==> config.mk <==
export PLATFORM = sky130hd
export DESIGN_NAME = dps_decoder_27
export DESIGN_NICKNAME = d
export VERILOG_FILES = /design/src/rtl/dps_decoder_27_pkg.sv /design/src/rtl/dps_decoder_27_group_sum.sv /design/src/rtl/dps_decoder_27.sv
export SDC_FILE = /design/constraint.sdc
export NUM_CORES = 1
export LEC_CHECK = 0
export CORE_MARGIN = 5
export CORE_UTILIZATION = 55
export CTS_CLUSTER_SIZE = 10
export DETAILED_ROUTE_END_ITERATION = 7
export PLACE_DENSITY = 0.76
export SYNTH_ARGS = -nofsm -noshare
export SYNTH_HDL_FRONTEND = slang
export SYNTH_SLANG_ARGS = --single-unit
export TNS_END_PERCENT = 50
==> constraint.sdc <==
create_clock -name clock -period 7.8 [get_ports clock]
set_input_delay 1.56 -clock clock [delete_from_list [all_inputs] [get_ports clock]]
set_output_delay 1.56 -clock clock [all_outputs]
set_load 0.05 [all_outputs]
==> src/rtl/dps_decoder_27_pkg.sv <==
// ============================================================================
//  Module   : dps_decoder_27_pkg
//  Brief    : Shared constants and Fibonacci weight helpers for the DPS-27 decoder.
//  Revision : 1.0 - initial release
// ============================================================================
`default_nettype none

package dps_decoder_27_pkg;

  localparam int unsigned DBLEN27       = 19;
  localparam int unsigned DPS27_ACCW    = DBLEN27 + 2;
  localparam int unsigned DPS27_GROUPS  = 3;
  localparam int unsigned DPS27_GROUP_W = 9;

  // Fibonacci numeral n with FNS1 = FNS2 = 1.
  function automatic int unsigned fns(input int unsigned n);
    int unsigned a;
    int unsigned b;
    int unsigned t;
    a = 1;
    b = 1;
    for (int unsigned i = 3; i <= n; i++) begin
      t = a + b;
      a = b;
      b = t;
    end
    return b;
  endfunction

  // Bit 25 carries a doubled weight; that is what makes the DPS variant dense.
  function automatic int unsigned dps27_weight(input int unsigned k);
    if (k == 0)
      return 1;
    else if (k <= 24)
      return fns(k + 1);
    else if (k == 25)
      return 2 * fns(26);
    else
      return fns(27);
  endfunction

endpackage

`default_nettype wire

==> src/rtl/dps_decoder_27_group_sum.sv <==
// ============================================================================
//  Module   : dps_group_sum_9
//  Brief    : Combinational weighted sum of a 9-bit codeword slice.
//  Revision : 1.0 - initial release
// ============================================================================
`default_nettype none

module dps_group_sum_9
  import dps_decoder_27_pkg::*;
#(
  parameter int unsigned ACC_W = 21,
  parameter int unsigned W0    = 1,
  parameter int unsigned W1    = 1,
  parameter int unsigned W2    = 1,
  parameter int unsigned W3    = 1,
  parameter int unsigned W4    = 1,
  parameter int unsigned W5    = 1,
  parameter int unsigned W6    = 1,
  parameter int unsigned W7    = 1,
  parameter int unsigned W8    = 1
) (
  input  logic [DPS27_GROUP_W-1:0] bits,
  output logic [ACC_W-1:0]         sum
);

  localparam logic [ACC_W-1:0] C_WEIGHT [DPS27_GROUP_W] = '{
    ACC_W'(W0), ACC_W'(W1), ACC_W'(W2), ACC_W'(W3), ACC_W'(W4),
    ACC_W'(W5), ACC_W'(W6), ACC_W'(W7), ACC_W'(W8)
  };

  always_comb begin
    sum = '0;
    for (int i = 0; i < int'(DPS27_GROUP_W); i++) begin
      if (bits[i]) sum = sum + C_WEIGHT[i];
    end
  end

endmodule

`default_nettype wire

==> src/rtl/dps_decoder_27.sv <==
// ============================================================================
//  Module   : dps_decoder_27
//  Brief    : 3-stage DPS Fibonacci CAC decoder (27 wires) with valid/ready.
//             Optional out-of-range check enabled by DPS27_CODE_CHECK_EN.
//  Revision : 1.0 - initial release
// ============================================================================
`default_nettype none

module dps_decoder_27
  import dps_decoder_27_pkg::*;
#(
  parameter int CNT_W = 16
) (
  input  logic               clock,
  input  logic               reset,
  input  logic [26:0]        codein,
  input  logic               in_valid,
  output logic               in_ready,
  output logic [DBLEN27-1:0] dataout,
  output logic               out_valid,
  input  logic               out_ready,
`ifdef DPS27_CODE_CHECK_EN
  output logic               code_err,
  output logic [CNT_W-1:0]   err_count,
`endif
  output logic [CNT_W-1:0]   word_count
);

  localparam int unsigned ACCW = DPS27_ACCW;
`ifdef DPS27_CODE_CHECK_EN
  localparam int unsigned S_W = ACCW;
`else
  localparam int unsigned S_W = DBLEN27;
`endif

  logic [ACCW-1:0]    grp_sum [DPS27_GROUPS];
  logic [ACCW-1:0]    g_d     [DPS27_GROUPS];
  logic [ACCW-1:0]    g_q     [DPS27_GROUPS];
  logic               v1_d, v1_q;
  logic [S_W-1:0]     s_d, s_q;
  logic               v2_d, v2_q;
  logic [DBLEN27-1:0] dataout_d, dataout_q;
  logic               out_valid_d, out_valid_q;
  logic [CNT_W-1:0]   word_count_d, word_count_q;
  logic               stall;
  logic               deliver;
`ifdef DPS27_CODE_CHECK_EN
  logic               code_err_d, code_err_q;
  logic [CNT_W-1:0]   err_count_d, err_count_q;
`endif

  for (genvar gi = 0; gi < int'(DPS27_GROUPS); gi++) begin : g_group
    dps_group_sum_9 #(
      .ACC_W (ACCW),
      .W0    (dps27_weight(9 * gi + 0)),
      .W1    (dps27_weight(9 * gi + 1)),
      .W2    (dps27_weight(9 * gi + 2)),
      .W3    (dps27_weight(9 * gi + 3)),
      .W4    (dps27_weight(9 * gi + 4)),
      .W5    (dps27_weight(9 * gi + 5)),
      .W6    (dps27_weight(9 * gi + 6)),
      .W7    (dps27_weight(9 * gi + 7)),
      .W8    (dps27_weight(9 * gi + 8))
    ) u_group_sum (
      .bits (codein[9 * gi +: 9]),
      .sum  (grp_sum[gi])
    );
  end

  assign stall   = out_valid_q && !out_ready;
  assign deliver = out_valid_q && out_ready;

  always_comb begin
    g_d          = g_q;
    v1_d         = v1_q;
    s_d          = s_q;
    v2_d         = v2_q;
    dataout_d    = dataout_q;
    out_valid_d  = out_valid_q;
    word_count_d = word_count_q + (deliver ? CNT_W'(1) : CNT_W'(0));
`ifdef DPS27_CODE_CHECK_EN
    code_err_d   = code_err_q;
    err_count_d  = err_count_q;
    if (deliver && code_err_q && (err_count_q != '1))
      err_count_d = err_count_q + CNT_W'(1);
`endif
    // The whole pipe moves as one; a stall freezes every stage.
    if (!stall) begin
      v1_d = in_valid;
      if (in_valid) g_d = grp_sum;
      s_d         = S_W'(g_q[0] + g_q[1] + g_q[2]);
      v2_d        = v1_q;
      dataout_d   = s_q[DBLEN27-1:0];
      out_valid_d = v2_q;
`ifdef DPS27_CODE_CHECK_EN
      code_err_d  = |s_q[ACCW-1:DBLEN27];
`endif
    end
  end

  always_ff @(posedge clock) begin
    if (reset) begin
      for (int i = 0; i < int'(DPS27_GROUPS); i++) g_q[i] <= '0;
      v1_q         <= 1'b0;
      s_q          <= '0;
      v2_q         <= 1'b0;
      dataout_q    <= '0;
      out_valid_q  <= 1'b0;
      word_count_q <= '0;
`ifdef DPS27_CODE_CHECK_EN
      code_err_q   <= 1'b0;
      err_count_q  <= '0;
`endif
    end else begin
      g_q          <= g_d;
      v1_q         <= v1_d;
      s_q          <= s_d;
      v2_q         <= v2_d;
      dataout_q    <= dataout_d;
      out_valid_q  <= out_valid_d;
      word_count_q <= word_count_d;
`ifdef DPS27_CODE_CHECK_EN
      code_err_q   <= code_err_d;
      err_count_q  <= err_count_d;
`endif
    end
  end

  assign in_ready   = !stall;
  assign dataout    = dataout_q;
  assign out_valid  = out_valid_q;
  assign word_count = word_count_q;
`ifdef DPS27_CODE_CHECK_EN
  assign code_err   = code_err_q;
  assign err_count  = err_count_q;
`endif

endmodule

`default_nettype wire
# Word-level counts from Yosys, hierarchy flattened
# Index checks and enable logic that the tools add are counted.
dict set report word_totals {
  word_cells 70
  input_bits 31
  regBits 114
  out_inout_bits 37
}
dict set report classes {
  reduce_logical 5
  mux 28
  addsub 27
  bitwise_logic 1
}
# op n
set ops {}
lappend ops {{2-to-1 mux 19 bit} 21}
lappend ops {{adder 19 x 10 -> 19 bit, second input constant} 2}
lappend ops {{adder 19 x 15 -> 19 bit, second input constant} 2}
lappend ops {{adder 19 x 18 -> 19 bit, second input constant} 2}
lappend ops {{adder 19 bit} 2}
lappend ops {{adder 19 x 4 -> 19 bit, second input constant} 2}
lappend ops {{adder 19 x 11 -> 19 bit, second input constant} 1}
lappend ops {{adder 19 x 12 -> 19 bit, second input constant} 1}
lappend ops {{adder 19 x 16 -> 19 bit, second input constant} 1}
lappend ops {{adder 19 x 17 -> 19 bit, second input constant} 1}
lappend ops {{adder 19 x 2 -> 19 bit, second input constant} 1}
lappend ops {{adder 19 x 3 -> 19 bit, second input constant} 1}
lappend ops {{adder 19 x 5 -> 19 bit, second input constant} 1}
lappend ops {{adder 19 x 6 -> 19 bit, second input constant} 1}
lappend ops {{adder 19 x 8 -> 19 bit, second input constant} 1}
lappend ops {{adder 19 x 9 -> 19 bit, second input constant} 1}
lappend ops {{adder 16 x 1 -> 16 bit} 1}
lappend ops {{adder 14 x 14 -> 15 bit, second input constant} 1}
lappend ops {{adder 13 x 13 -> 14 bit, second input constant} 1}
lappend ops {{2-to-1 mux 14 bit} 1}
lappend ops {{2-to-1 mux 13 bit} 1}
lappend ops {{adder 8 x 8 -> 9 bit, second input constant} 1}
lappend ops {{adder 6 x 7 -> 8 bit, second input constant} 1}
lappend ops {{2-to-1 mux 8 bit} 1}
lappend ops {{9 further kinds} 12}

# Depth between registers and ports, before layout
# Gate-level depths: netlist (run 1).
dict set report logic_depth {
  ltp_word 17
  ltp_mapped 25
  ltp_nobuf 23
}

# Hierarchy
# From an unflattened synthesis (run 1), not the netlist that was laid out.
dict set report hier_totals {
  cells_unflattened 1682
  area_unflattened_um2 12859.8
}
# mod instances cells_per_inst area_each_um2 seq_area_each_um2
set by_module_without_submodules {}
lappend by_module_without_submodules {dps_decoder_27 1 637 5355.1 2282.2}
lappend by_module_without_submodules {{dps_group_sum_9 at g_group[2].u_group_sum} 1 532 3742.3 0.0}
lappend by_module_without_submodules {{dps_group_sum_9 at g_group[1].u_group_sum} 1 367 2622.5 0.0}
lappend by_module_without_submodules {{dps_group_sum_9 at g_group[0].u_group_sum} 1 146 1139.8 0.0}

# Least setup slack after synthesis (run 1)
# No wires, ideal clock.
dict set report synth_path {
  path_type {input -> register}
  from {input port codein[18]}
  to {register g_q[18] in the netlist's numbering}
  required_time_ns 7.685
  path_stages 24
  t_arrival_ns 6.884
  slack_ns 0.801
  path_buffers 2
  setup_time_ns 0.115
  cell_sequence {inv_1 -> ha_1 -> buf_6 -> buf_2 -> nand2b_1 -> xnor2_1 -> ha_1 -> o31ai_1 -> o21ai_2 -> nand2_1 -> ha_1 -> or4_1 -> o31ai_1 -> o32ai_4 -> or4_1 -> a211oi_2 -> o21bai_1 -> nand2_1 -> xnor2_2 -> a41oi_1 -> xor2_1 -> o41a_1 -> or4_1 -> and3_1}
}
dict set report synth_via {
  elab_chain_cells 17
}
# item line_no
set synth_lines {}
lappend synth_lines {{start: declaration} dps_decoder_27.sv:16} ;# input logic [26:0] codein,
lappend synth_lines {{2-to-1 mux 13 bit *} dps_decoder_27_group_sum.sv:34} ;# if (bits[i]) sum = sum + C_WEIGHT[i];
lappend synth_lines {{adder 13 x 13 -> 14 bit} dps_decoder_27_group_sum.sv:34}
lappend synth_lines {{2-to-1 mux 14 bit *} dps_decoder_27_group_sum.sv:34}
lappend synth_lines {{adder 14 x 14 -> 15 bit} dps_decoder_27_group_sum.sv:34}
lappend synth_lines {{2-to-1 mux 19 bit *} dps_decoder_27_group_sum.sv:34}
lappend synth_lines {{adder 19 x 15 -> 19 bit} dps_decoder_27_group_sum.sv:34}
lappend synth_lines {{2-to-1 mux 19 bit *} dps_decoder_27_group_sum.sv:34}
lappend synth_lines {{adder 19 x 15 -> 19 bit} dps_decoder_27_group_sum.sv:34}
lappend synth_lines {{2-to-1 mux 19 bit *} dps_decoder_27_group_sum.sv:34}
lappend synth_lines {{adder 19 x 16 -> 19 bit} dps_decoder_27_group_sum.sv:34}
lappend synth_lines {{2-to-1 mux 19 bit *} dps_decoder_27_group_sum.sv:34}
lappend synth_lines {{adder 19 x 17 -> 19 bit} dps_decoder_27_group_sum.sv:34}
lappend synth_lines {{2-to-1 mux 19 bit *} dps_decoder_27_group_sum.sv:34}
lappend synth_lines {{adder 19 x 18 -> 19 bit} dps_decoder_27_group_sum.sv:34}
lappend synth_lines {{2-to-1 mux 19 bit *} dps_decoder_27_group_sum.sv:34}
lappend synth_lines {{adder 19 x 18 -> 19 bit} dps_decoder_27_group_sum.sv:34}
lappend synth_lines {{2-to-1 mux 19 bit *} dps_decoder_27_group_sum.sv:34}
lappend synth_lines {{end signal: assignment} dps_decoder_27.sv:115} ;# g_q <= g_d;
lappend synth_lines {{end: declaration} dps_decoder_27.sv:38} ;# logic [ACCW-1:0] g_q [DPS27_GROUPS];
# Mark *: on every way between the ends. The rest lies on a longest branch, timed or not.
# A chain may end at the register's enable or synchronous reset.

# Final worst setup path (run 1)
dict set report layout_path {
  from {input port codein[19]}
  to {register g_q[18] in the netlist's numbering}
}
dict set report layout_via {
  elab_chain_cells 15
}
# item line_no
set layout_lines {}
lappend layout_lines {{2-to-1 mux 14 bit *} dps_decoder_27_group_sum.sv:34}
lappend layout_lines {{adder 14 x 14 -> 15 bit} dps_decoder_27_group_sum.sv:34}
lappend layout_lines {{2-to-1 mux 19 bit *} dps_decoder_27_group_sum.sv:34}
lappend layout_lines {{adder 19 x 15 -> 19 bit} dps_decoder_27_group_sum.sv:34}
lappend layout_lines {{2-to-1 mux 19 bit *} dps_decoder_27_group_sum.sv:34}
lappend layout_lines {{adder 19 x 15 -> 19 bit} dps_decoder_27_group_sum.sv:34}
lappend layout_lines {{2-to-1 mux 19 bit *} dps_decoder_27_group_sum.sv:34}
lappend layout_lines {{adder 19 x 16 -> 19 bit} dps_decoder_27_group_sum.sv:34}
lappend layout_lines {{2-to-1 mux 19 bit *} dps_decoder_27_group_sum.sv:34}
lappend layout_lines {{adder 19 x 17 -> 19 bit} dps_decoder_27_group_sum.sv:34}
lappend layout_lines {{2-to-1 mux 19 bit *} dps_decoder_27_group_sum.sv:34}
lappend layout_lines {{adder 19 x 18 -> 19 bit} dps_decoder_27_group_sum.sv:34}
lappend layout_lines {{2-to-1 mux 19 bit *} dps_decoder_27_group_sum.sv:34}
lappend layout_lines {{adder 19 x 18 -> 19 bit} dps_decoder_27_group_sum.sv:34}
lappend layout_lines {{2-to-1 mux 19 bit *} dps_decoder_27_group_sum.sv:34}
# Marks and branches as above.

==> results.sh, run 1 <==
export IMPL_postCtsSetupBuffers=0
export IMPL_yosysTopAreaCellShare_pct=19.3
export IMPL_place_area_mm2=0.0112
export IMPL_cp_end_kind="register"
export IMPL_dp_cells=1621
export IMPL_p_switching_mw=1.08
export IMPL_rr_endpoint="s_q[17]"
export IMPL_detail_route_antenna_nets=0
export IMPL_ys_warn_count=0
export IMPL_cts_resized_gates=0
export IMPL_syn_inst=1365
export IMPL_slew_viol_final=0
export IMPL_clock_latency_ns=0.33
export IMPL_p_int_mw=1.45
export IMPL_synthTopCellsByArea="dfxtp_1 19%, xnor2_1 7.5%, ha_1 6.9%"
export IMPL_htreeDepth=3
export IMPL_fin_hold_ws_ns=0.449
export IMPL_p_sw_share_pct=42.6
export IMPL_synth_ff_type="dfxtp_1"
export IMPL_synth_top_family_by_area="compound AO/OA/AOI/OAI gates"
export IMPL_setup_violations=0
export IMPL_cp_data_required_time_ns=8.03
export IMPL_hpwl_um=17900
export IMPL_die_height_um=147
export IMPL_setup_worst_path_start_class="input pin"
export IMPL_post_route_drc_count=0
export IMPL_synth_compound_area_share_pct=25.4
export IMPL_routedWlPerCell_um=14.2
export IMPL_layout_commonest_cell="nand2_1"
export IMPL_diodes=0
export IMPL_gp_routability_congestion=0.933
export IMPL_rr_worst_depth=22
export IMPL_yosys_area_share_simple_pct=24.6
export IMPL_clockBufferDepth=2
export IMPL_min_from="dataout[6]"
export IMPL_stdcell_count=1635
export IMPL_drt_iter0_drc=585
export IMPL_antenna_found_initial=0
export IMPL_clockPowerShare_pct=15.6
export IMPL_muxShareOfSynthArea_pct=1.68
export IMPL_rows=50
export IMPL_path_class="input pin to register"
export IMPL_finalSetupTns_ns=0
export IMPL_cts_tree="done"
export IMPL_vias_per_cell=5.84
export IMPL_synth_seq_cells=100
export IMPL_cts_made_buffers=9
export IMPL_cap_violations=0
export IMPL_final_util_pct=61.7
export IMPL_grt_start_max_net_pins=107
export IMPL_final_design_area_no_fill_mm2=0.0115
export IMPL_grt_pass1_wl_um=40000
export IMPL_rsz0062_at_grt="false"
export IMPL_irDropWorstVdd_mv=0.116
export IMPL_cp_max_fo=12
export IMPL_start_util_pct=55.5
export IMPL_synth_xor_area_share_pct=14.8
export IMPL_drive_above_1_share_pct=7.78
export IMPL_final_nets=1497
export IMPL_ctsHoldBuffers=0
export IMPL_synth_nets=1464
export IMPL_vias=9551
export IMPL_routed_wl_um=23200
export IMPL_synth_cell_types=98
export IMPL_pwr_share_seq_pct=26.0
export IMPL_status="finished, final reports clean"
export IMPL_syn_area_per_cell_um2=7.58
export IMPL_hold_viol=0
export IMPL_crit_arrival_ns=7.63
export IMPL_yosys_area_top_type="dfxtp_1"
export IMPL_clock_sinks=100
export IMPL_grt_overflow_total=0
export IMPL_yosysSeqAreaShare_pct=19.3
export IMPL_io_buffers=67
export IMPL_min_period_ns=7.40
export IMPL_relSlewSlack_pct=29.4
export IMPL_netlist_area_mm2=0.0103
export IMPL_min_path_cells=2
export IMPL_pwr_share_comb_pct=58.5
export IMPL_die_x_um=147
export IMPL_fillerInstances=1789
export IMPL_total_leakage_power_nw=4.44
export IMPL_die_area_mm2=0.0217
export IMPL_clk_pin_slew_ns=0.06
export IMPL_synth_edf_count=0
export IMPL_final_cell_mix="174 x nand2_1, 101 x a21oi_1, 100 x dfxtp_1"
export IMPL_r2r_start="g_q[0]"
export IMPL_drtPass1Iterations=6
export IMPL_fmax_ghz=0.135
export IMPL_grt_pass1_vias=8742
export IMPL_fin_crit_sh_pct=94.8
export IMPL_r2r_slack_ns=3.28
export IMPL_min_to="dataout[6]"
export IMPL_async_reset_ff_share_pct=0
export IMPL_grt_usage_pct=21.0
export IMPL_power_density_mw_per_mm2=220
export IMPL_area_growth_pct=11.2
export IMPL_cts_root_buf="clkbuf_16"
export IMPL_hold_class="register to register"
export IMPL_skew_ns=0.00577
export IMPL_synthAdderAreaFrac_pct=9.02
export IMPL_worst_slew_pin_slew_ns=1.06
export IMPL_core_area_mm2=0.0186
export IMPL_io_pin_count=68
==> critical path: stages <==
cell and delay [ns]:
clkdlybuf4s50_1 0.53, inv_1 0.11, ha_2 0.45, and4b_1 0.23, o21ai_0 0.40, nand3_1 0.19
a41oi_4 0.26, nand2_1 0.12, ha_1 0.22, or4_1 0.54, o31ai_1 0.13, o32ai_4 0.12
or4_1 0.43, a211oi_2 0.34, o21ai_1 0.14, o32a_1 0.36, a2bb2oi_2 0.21, nand3b_1 0.15
nand2_1 0.13, o41a_1 0.40, or4_1 0.39, and3_1 0.19
==> stage by stage <==
step	total power [mW]	setup slack, ns
floorplan	1.82	0.801
global placement	2.10	0.128
detailed placement	2.13	-0.0786
CTS	2.54	0.274
global route	2.75	0.0571
finish	2.53	0.403
==> synth_stat cells (all sizes together) (15+ instances only) <==
cell type / instances
nand2: 176
a21oi: 101
dfxtp: 100
nor2: 98
xnor2: 98
xor2: 61
o21ai: 58
ha: 57
inv: 56
clkbuf: 52
nand3: 51
nor3: 34
a211oi: 33
buf: 23
nand2b: 22
nor2b: 22
o211ai: 19
nand4: 17
and3: 15
nand3b: 15
o21a: 15
==> power by group through the flow <==
stage,combinational (mW),sequential [mW],clock [mW]
final,1.48,0.658,0.394
after global routing,1.65,0.670,0.424
after CTS,1.48,0.658,0.402
after detailed placement,1.47,0.668,0
after global placement,1.44,0.666,0
after floorplan,1.11,0.709,0
==> worst max-delay path by stage <==
| stage | from | end | cells past startpoint |
|---|---|---|---|
| floorplan | codein[18] | g_q[18] | 24 |
| global placement | codein[19] | g_q[18] | 24 |
| detailed placement | codein[19] | g_q[18] | 24 |
| CTS | codein[19] | g_q[18] | 24 |
| global route | codein[20] | g_q[18] | 21 |
| finish | codein[19] | g_q[18] | 22 |
==> kinds of logic after synthesis <==
kind of cell,after synthesis
fa+ha+maj,68
mux,17
xor+xnor,160
simple gates,515
compound gates,371
flops,100
buf+inv,134
==> flip-flops by register name (all words and copies together) (netlist names) <==
register and flops:
g_q 43, dataout 19, s_q 19, word_count 16
out_valid 1, v1_q 1, v2_q 1
==> per-layer routing <==
layer,wire (um),GRT usage [%],vias to the layer above
li1,-,-,4951
met1,10900,27.2,4411
met2,11100,36.8,158
met3,725,2.68,31
met4,470,5.87,0
met5,0,0,-
==> cell type report <==
type / count / area (um^2) / area share [%]
Clock buffer: 12 / 246 / 2.14
Clock inverter: 2 / 12.5 / 0.109
Inverter: 59 / 221 / 1.92
Multi-Input combinational cell: 1131 / 7840 / 68.1
Sequential cell: 100 / 2000 / 17.4
Tap cell: 234 / 293 / 2.54
Timing Repair Buffer: 97 / 893 / 7.76
(Power assumes the default switching activity.)
==> run 2, diff against run 1 <==
- SETUP_SLACK_MARGIN: default -> 0.3
==> run 2 against run 1 <==
Compared with the run above:
- flip-flop and latch count is the same
- clock power barely moved
- design area grew 0.90%
- sequential power hardly changed
- clock skew barely moved
- die area did not move
- non-clock buffer count is 1 higher
- final cell count about the same
- critical path depth unchanged
- maximum frequency up 1.9%
- largest power group unchanged
==> results.sh, run 2 (same netlist as run 1, synthesis figures left out) <==
export IMPL_drtPass1Iterations=5
export IMPL_htreeDepth=3
export IMPL_fillerInstances=1765
export IMPL_cap_violations=0
export IMPL_dp_slack_ns=-0.0786
export IMPL_clk_pin_slew_ns=0.06
export IMPL_r2r_slack_ns=3.28
export IMPL_regMostFlops="g_q"
export IMPL_vias=9551
export IMPL_clock_sinks=100
export IMPL_setup_violations=0
export IMPL_cp_end_kind="register"
export IMPL_hold_class="register to register"
export IMPL_vias_per_cell=5.84
export IMPL_largest_reg_flops=43
export IMPL_path_class="input pin to register"
export IMPL_final_cell_mix="174 x nand2_1, 100 x a21oi_1, 100 x dfxtp_1"
export IMPL_die_x_um=147
export IMPL_routed_wl_um=23400
export IMPL_grt_pass1_vias=8742
export IMPL_grt_pass1_wl_um=40000
export IMPL_hpwl_um=17900
export IMPL_cp_data_required_time_ns=8.03
export IMPL_area_growth_pct=12.2
export IMPL_routedWlPerCell_um=14.3
export IMPL_power_density_mw_per_mm2=220
export IMPL_total_leakage_power_nw=4.47
export IMPL_gp_routability_congestion=0.933
export IMPL_io_buffers=67
export IMPL_skew_ns=0.00533
export IMPL_layout_commonest_cell="nand2_1"
export IMPL_relSlewSlack_pct=28.8
export IMPL_worst_slew_pin_slew_ns=1.07
export IMPL_irDropWorstVdd_mv=0.116
export IMPL_post_route_drc_count=0
export IMPL_grt_overflow_total=0
export IMPL_setup_worst_path_start_class="input pin"
export IMPL_place_area_mm2=0.0112
export IMPL_cts_tree="done"
export IMPL_clockBufferDepth=2
export IMPL_rows=50
export IMPL_drive_above_1_share_pct=8.42
export IMPL_cp_max_fo=12
export IMPL_grt_usage_pct=21.0
export IMPL_dp_cells=1621
export IMPL_finalSetupTns_ns=0
export IMPL_stdcell_count=1636
export IMPL_fin_ws_ns=0.540
export IMPL_cts_root_buf="clkbuf_16"
export IMPL_io_pin_count=68
export IMPL_crit_arrival_ns=7.49
export IMPL_core_area_mm2=0.0186
export IMPL_fin_hold_ws_ns=0.449
export IMPL_start_util_pct=55.5
export IMPL_antenna_found_initial=0
export IMPL_fin_crit_sh_pct=93.1
export IMPL_rsz0062_at_grt="false"
export IMPL_final_design_area_no_fill_mm2=0.0116
export IMPL_drt_iter0_drc=559
export IMPL_clock_latency_ns=0.33
export IMPL_slew_viol_final=0
export IMPL_min_period_ns=7.26
export IMPL_die_height_um=147
export IMPL_die_area_mm2=0.0217
export IMPL_detail_route_antenna_nets=0
export IMPL_ctsHoldBuffers=0
export IMPL_status="finished, final reports clean"
export IMPL_cts_made_buffers=9
export IMPL_diodes=0
export IMPL_grt_start_max_net_pins=107
export IMPL_hold_viol=0
export IMPL_final_nets=1498
export IMPL_fmax_ghz=0.138
run 2: worst paths after layout:
kind                                    end  cells past startpoint   startpoint
worst max register to register      s_q[17]                     22       g_q[0]
worst min register to register  dataout[12]                      2  dataout[12]
worst max-delay path                g_q[18]                     22   codein[19]
worst min-delay path            dataout[12]                      2  dataout[12]
run 2: metrics by stage:
| step | util (%) | power (mW) |
|---|---|---|
| global placement | 60.2 | 2.10 |
| finish | 62.3 | 2.55 |
| floorplan | - | 1.82 |
| CTS | 61.6 | 2.54 |
| detailed placement | 60.2 | 2.13 |
| global route | 62.3 | 2.77 |
run 2: final cells by class:
class	count	area (um^2)	area share [%]
well taps	234	293	2.52
clock buffers	12	246	2.12
multi-input cells	1131	7930	68.3
inverters	59	221	1.91
clock inverters	2	12.5	0.108
flip-flops and latches	100	2000	17.2
repair buffers	98	903	7.78
run 2: critical path, cell delays in order:
cell and delay (ns):
clkdlybuf4s50_1 0.56, inv_1 0.15, ha_4 0.28, or3_4 0.41, a31o_4 0.28, xnor2_4 0.14, a41oi_4 0.21, nand2_1 0.12
ha_1 0.22, or4_1 0.55, o31ai_1 0.14, o32ai_4 0.12, or4_1 0.48, a211oi_4 0.32, o21ai_1 0.13, o32a_1 0.38
a2bb2oi_4 0.17, nand3b_1 0.14, nand2_1 0.14, o41a_1 0.40, or4_1 0.39, and3_1 0.19
run 2: power breakdown:
| part | internal, mW | switching [mW] | leakage, nW |
|---|---|---|---|
| combinational | 0.642 | 0.858 | 3.53 |
| sequential | 0.601 | 0.0562 | 0.820 |
| clock | 0.221 | 0.173 | 0.125 |
| total | 1.46 | 1.09 | 4.47 |
run 2: layer usage:
layer	up-vias	part of all wire, %	wire length [um]	global-route usage, %
li1	4948	-	-	-
met1	4411	47	10900	27.2
met2	165	48	11200	36.8
met3	27	3.2	755	2.68
met4	0	1.9	452	5.87
met5	-	0	0	0
run 2: repair_timing:
item / 4_1_cts / 5_1_grt
gates resized for setup: 1 / 22
pin swaps: 0 / 3
cloned: 0 / 0
setup endpoints to repair: 1 / 3
setup buffers: 0 / 1
==> run 3, diff against run 2 <==
- SETUP_SLACK_MARGIN: 0.3 -> 0.1
==> run 3 against run 2 <==
Compared with the run above:
- final cell count about the same
- design area shrank 0.81%
- hold slack hardly changed
- wire length decreased by 0.84%
- maximum frequency shrank 1.3%
- setup slack got worse by 0.094 ns
- register-to-register slack about the same
- total power fell by 0.69%
- first-iteration DRC count is 5.9% higher
- critical path depth increased by 2
- clock power about the same
==> results.sh, run 3 (same netlist as run 1, synthesis figures left out) <==
export IMPL_ctsHoldBuffers=0
export IMPL_gp_routability_congestion=0.933
export IMPL_cp_end_kind="register"
export IMPL_r2r_start="g_q[0]"
export IMPL_relSlewSlack_pct=29.6
export IMPL_crit_arrival_ns=7.58
export IMPL_cts_root_buf="clkbuf_16"
export IMPL_cap_violations=0
export IMPL_diodes=0
export IMPL_hold_viol=0
export IMPL_antenna_found_initial=0
export IMPL_min_from="dataout[6]"
export IMPL_irDropWorstVdd_mv=0.116
export IMPL_grt_overflow_total=0
export IMPL_setup_violations=0
export IMPL_power_density_mw_per_mm2=220
export IMPL_vias=9560
export IMPL_final_cell_mix="174 x nand2_1, 101 x a21oi_1, 100 x dfxtp_1"
export IMPL_htreeDepth=3
export IMPL_fin_crit_sh_pct=94.3
export IMPL_cts_made_buffers=9
export IMPL_cp_data_required_time_ns=8.03
export IMPL_worst_slew_pin_slew_ns=1.06
export IMPL_io_pin_count=68
export IMPL_r2r_slack_ns=3.28
export IMPL_grt_start_max_net_pins=107
export IMPL_wl_met3_um=759
export IMPL_clock_sinks=100
export IMPL_fillerInstances=1787
export IMPL_regMostFlops="g_q"
export IMPL_fin_ws_ns=0.446
export IMPL_fin_hold_ws_ns=0.449
export IMPL_post_route_drc_count=0
export IMPL_detail_route_antenna_nets=0
export IMPL_finalSetupTns_ns=0
export IMPL_dp_slack_ns=-0.0786
export IMPL_io_buffers=67
export IMPL_drive_above_1_share_pct=7.78
export IMPL_status="finished, final reports clean"
export IMPL_start_util_pct=55.5
export IMPL_hpwl_um=17900
export IMPL_fmax_ghz=0.136
export IMPL_min_period_ns=7.35
export IMPL_cp_max_fo=12
export IMPL_grt_pass1_wl_um=40000
export IMPL_largest_reg_flops=43
export IMPL_skew_ns=0.00583
export IMPL_slew_viol_final=0
export IMPL_total_leakage_power_nw=4.45
export IMPL_final_design_area_no_fill_mm2=0.0115
export IMPL_met1_length_um=10800
export IMPL_rows=50
export IMPL_setup_worst_path_start_class="input pin"
export IMPL_die_height_um=147
export IMPL_stdcell_count=1635
export IMPL_place_area_mm2=0.0112
export IMPL_area_growth_pct=11.3
export IMPL_core_area_mm2=0.0186
export IMPL_die_x_um=147
export IMPL_hold_class="register to register"
export IMPL_clockBufferDepth=2
export IMPL_seqCellArea_mm2=0.00200
export IMPL_grt_pass1_vias=8742
export IMPL_dp_cells=1621
export IMPL_multiInputGateArea_mm2=0.00785
export IMPL_final_nets=1497
export IMPL_rsz0062_at_grt="false"
export IMPL_path_class="input pin to register"
export IMPL_dr_wl_met2_um=11100
export IMPL_grt_usage_pct=21.0
export IMPL_cts_tree="done"
export IMPL_drt_iter0_drc=592
export IMPL_top_layer="met4"
export IMPL_design_power_total_mw=2.53
export IMPL_layout_commonest_cell="nand2_1"
export IMPL_crit_path_start="codein[19]"
export IMPL_routedWlPerCell_um=14.2
export IMPL_routed_wl_um=23200
export IMPL_clock_latency_ns=0.33
export IMPL_final_util_pct=61.8
export IMPL_clk_pin_slew_ns=0.06
export IMPL_drtPass1Iterations=8
export IMPL_vias_per_cell=5.85
export IMPL_die_area_mm2=0.0217
==> run 3: changes by cell type in the layout (fill, tap and decap cells not counted), sizes merged <==
cell  change
buf       -1
==> run 3: what timing repair did <==
item                                    4_1_cts  5_1_grt
setup buffers                                 0        0
endpoints found under the setup margin        0        3
resized for setup                             0        9
==> run 3: final timing paths <==
| kind | cells past startpoint | end |
|---|---|---|
| max | 24 | g_q[18] |
| min reg2reg | 2 | dataout[6] |
| min | 2 | dataout[6] |
| max reg2reg | 22 | s_q[17] |
==> run 3: worst max-delay path, stage by stage <==
cell and delay [ns]:
clkdlybuf4s50_1 0.53, inv_1 0.11, ha_2 0.36, buf_4 0.19, nand2b_1 0.17, xnor2_1 0.25, ha_2 0.27, o31ai_1 0.12
o21ai_2 0.14, nand2_1 0.10, ha_1 0.22, or4_1 0.54, o31ai_1 0.13, o32ai_4 0.12, or4_1 0.47, a211oi_4 0.31
o21ai_1 0.13, o32a_1 0.36, a2bb2oi_2 0.21, nand3b_1 0.15, nand2_1 0.13, o41a_1 0.40, or4_1 0.39, and3_1 0.19
==> run 3: power by group <==
part           switching [mW]  internal [mW]  total, mW
clock                   0.173          0.221      0.394
combinational           0.850          0.632       1.48
sequential             0.0564          0.601      0.658
total                    1.08           1.45       2.53
==> run 3: metal layers <==
metal  GRT usage [%]  vias to the layer above
met5               0                        -
met4            5.87                        0
met3            2.68                       33
met2            36.8                      166
met1            27.2                     4414
li1                -                     4947
==> run 3: layout make-up <==
type                    instances  area share [%]
multi-input cells            1131            68.1
flip-flops and latches        100            17.4
repair buffers                 97            7.78
well taps                     234            2.54
clock buffers                  12            2.14
inverters                      59            1.92
clock inverters                 2           0.109
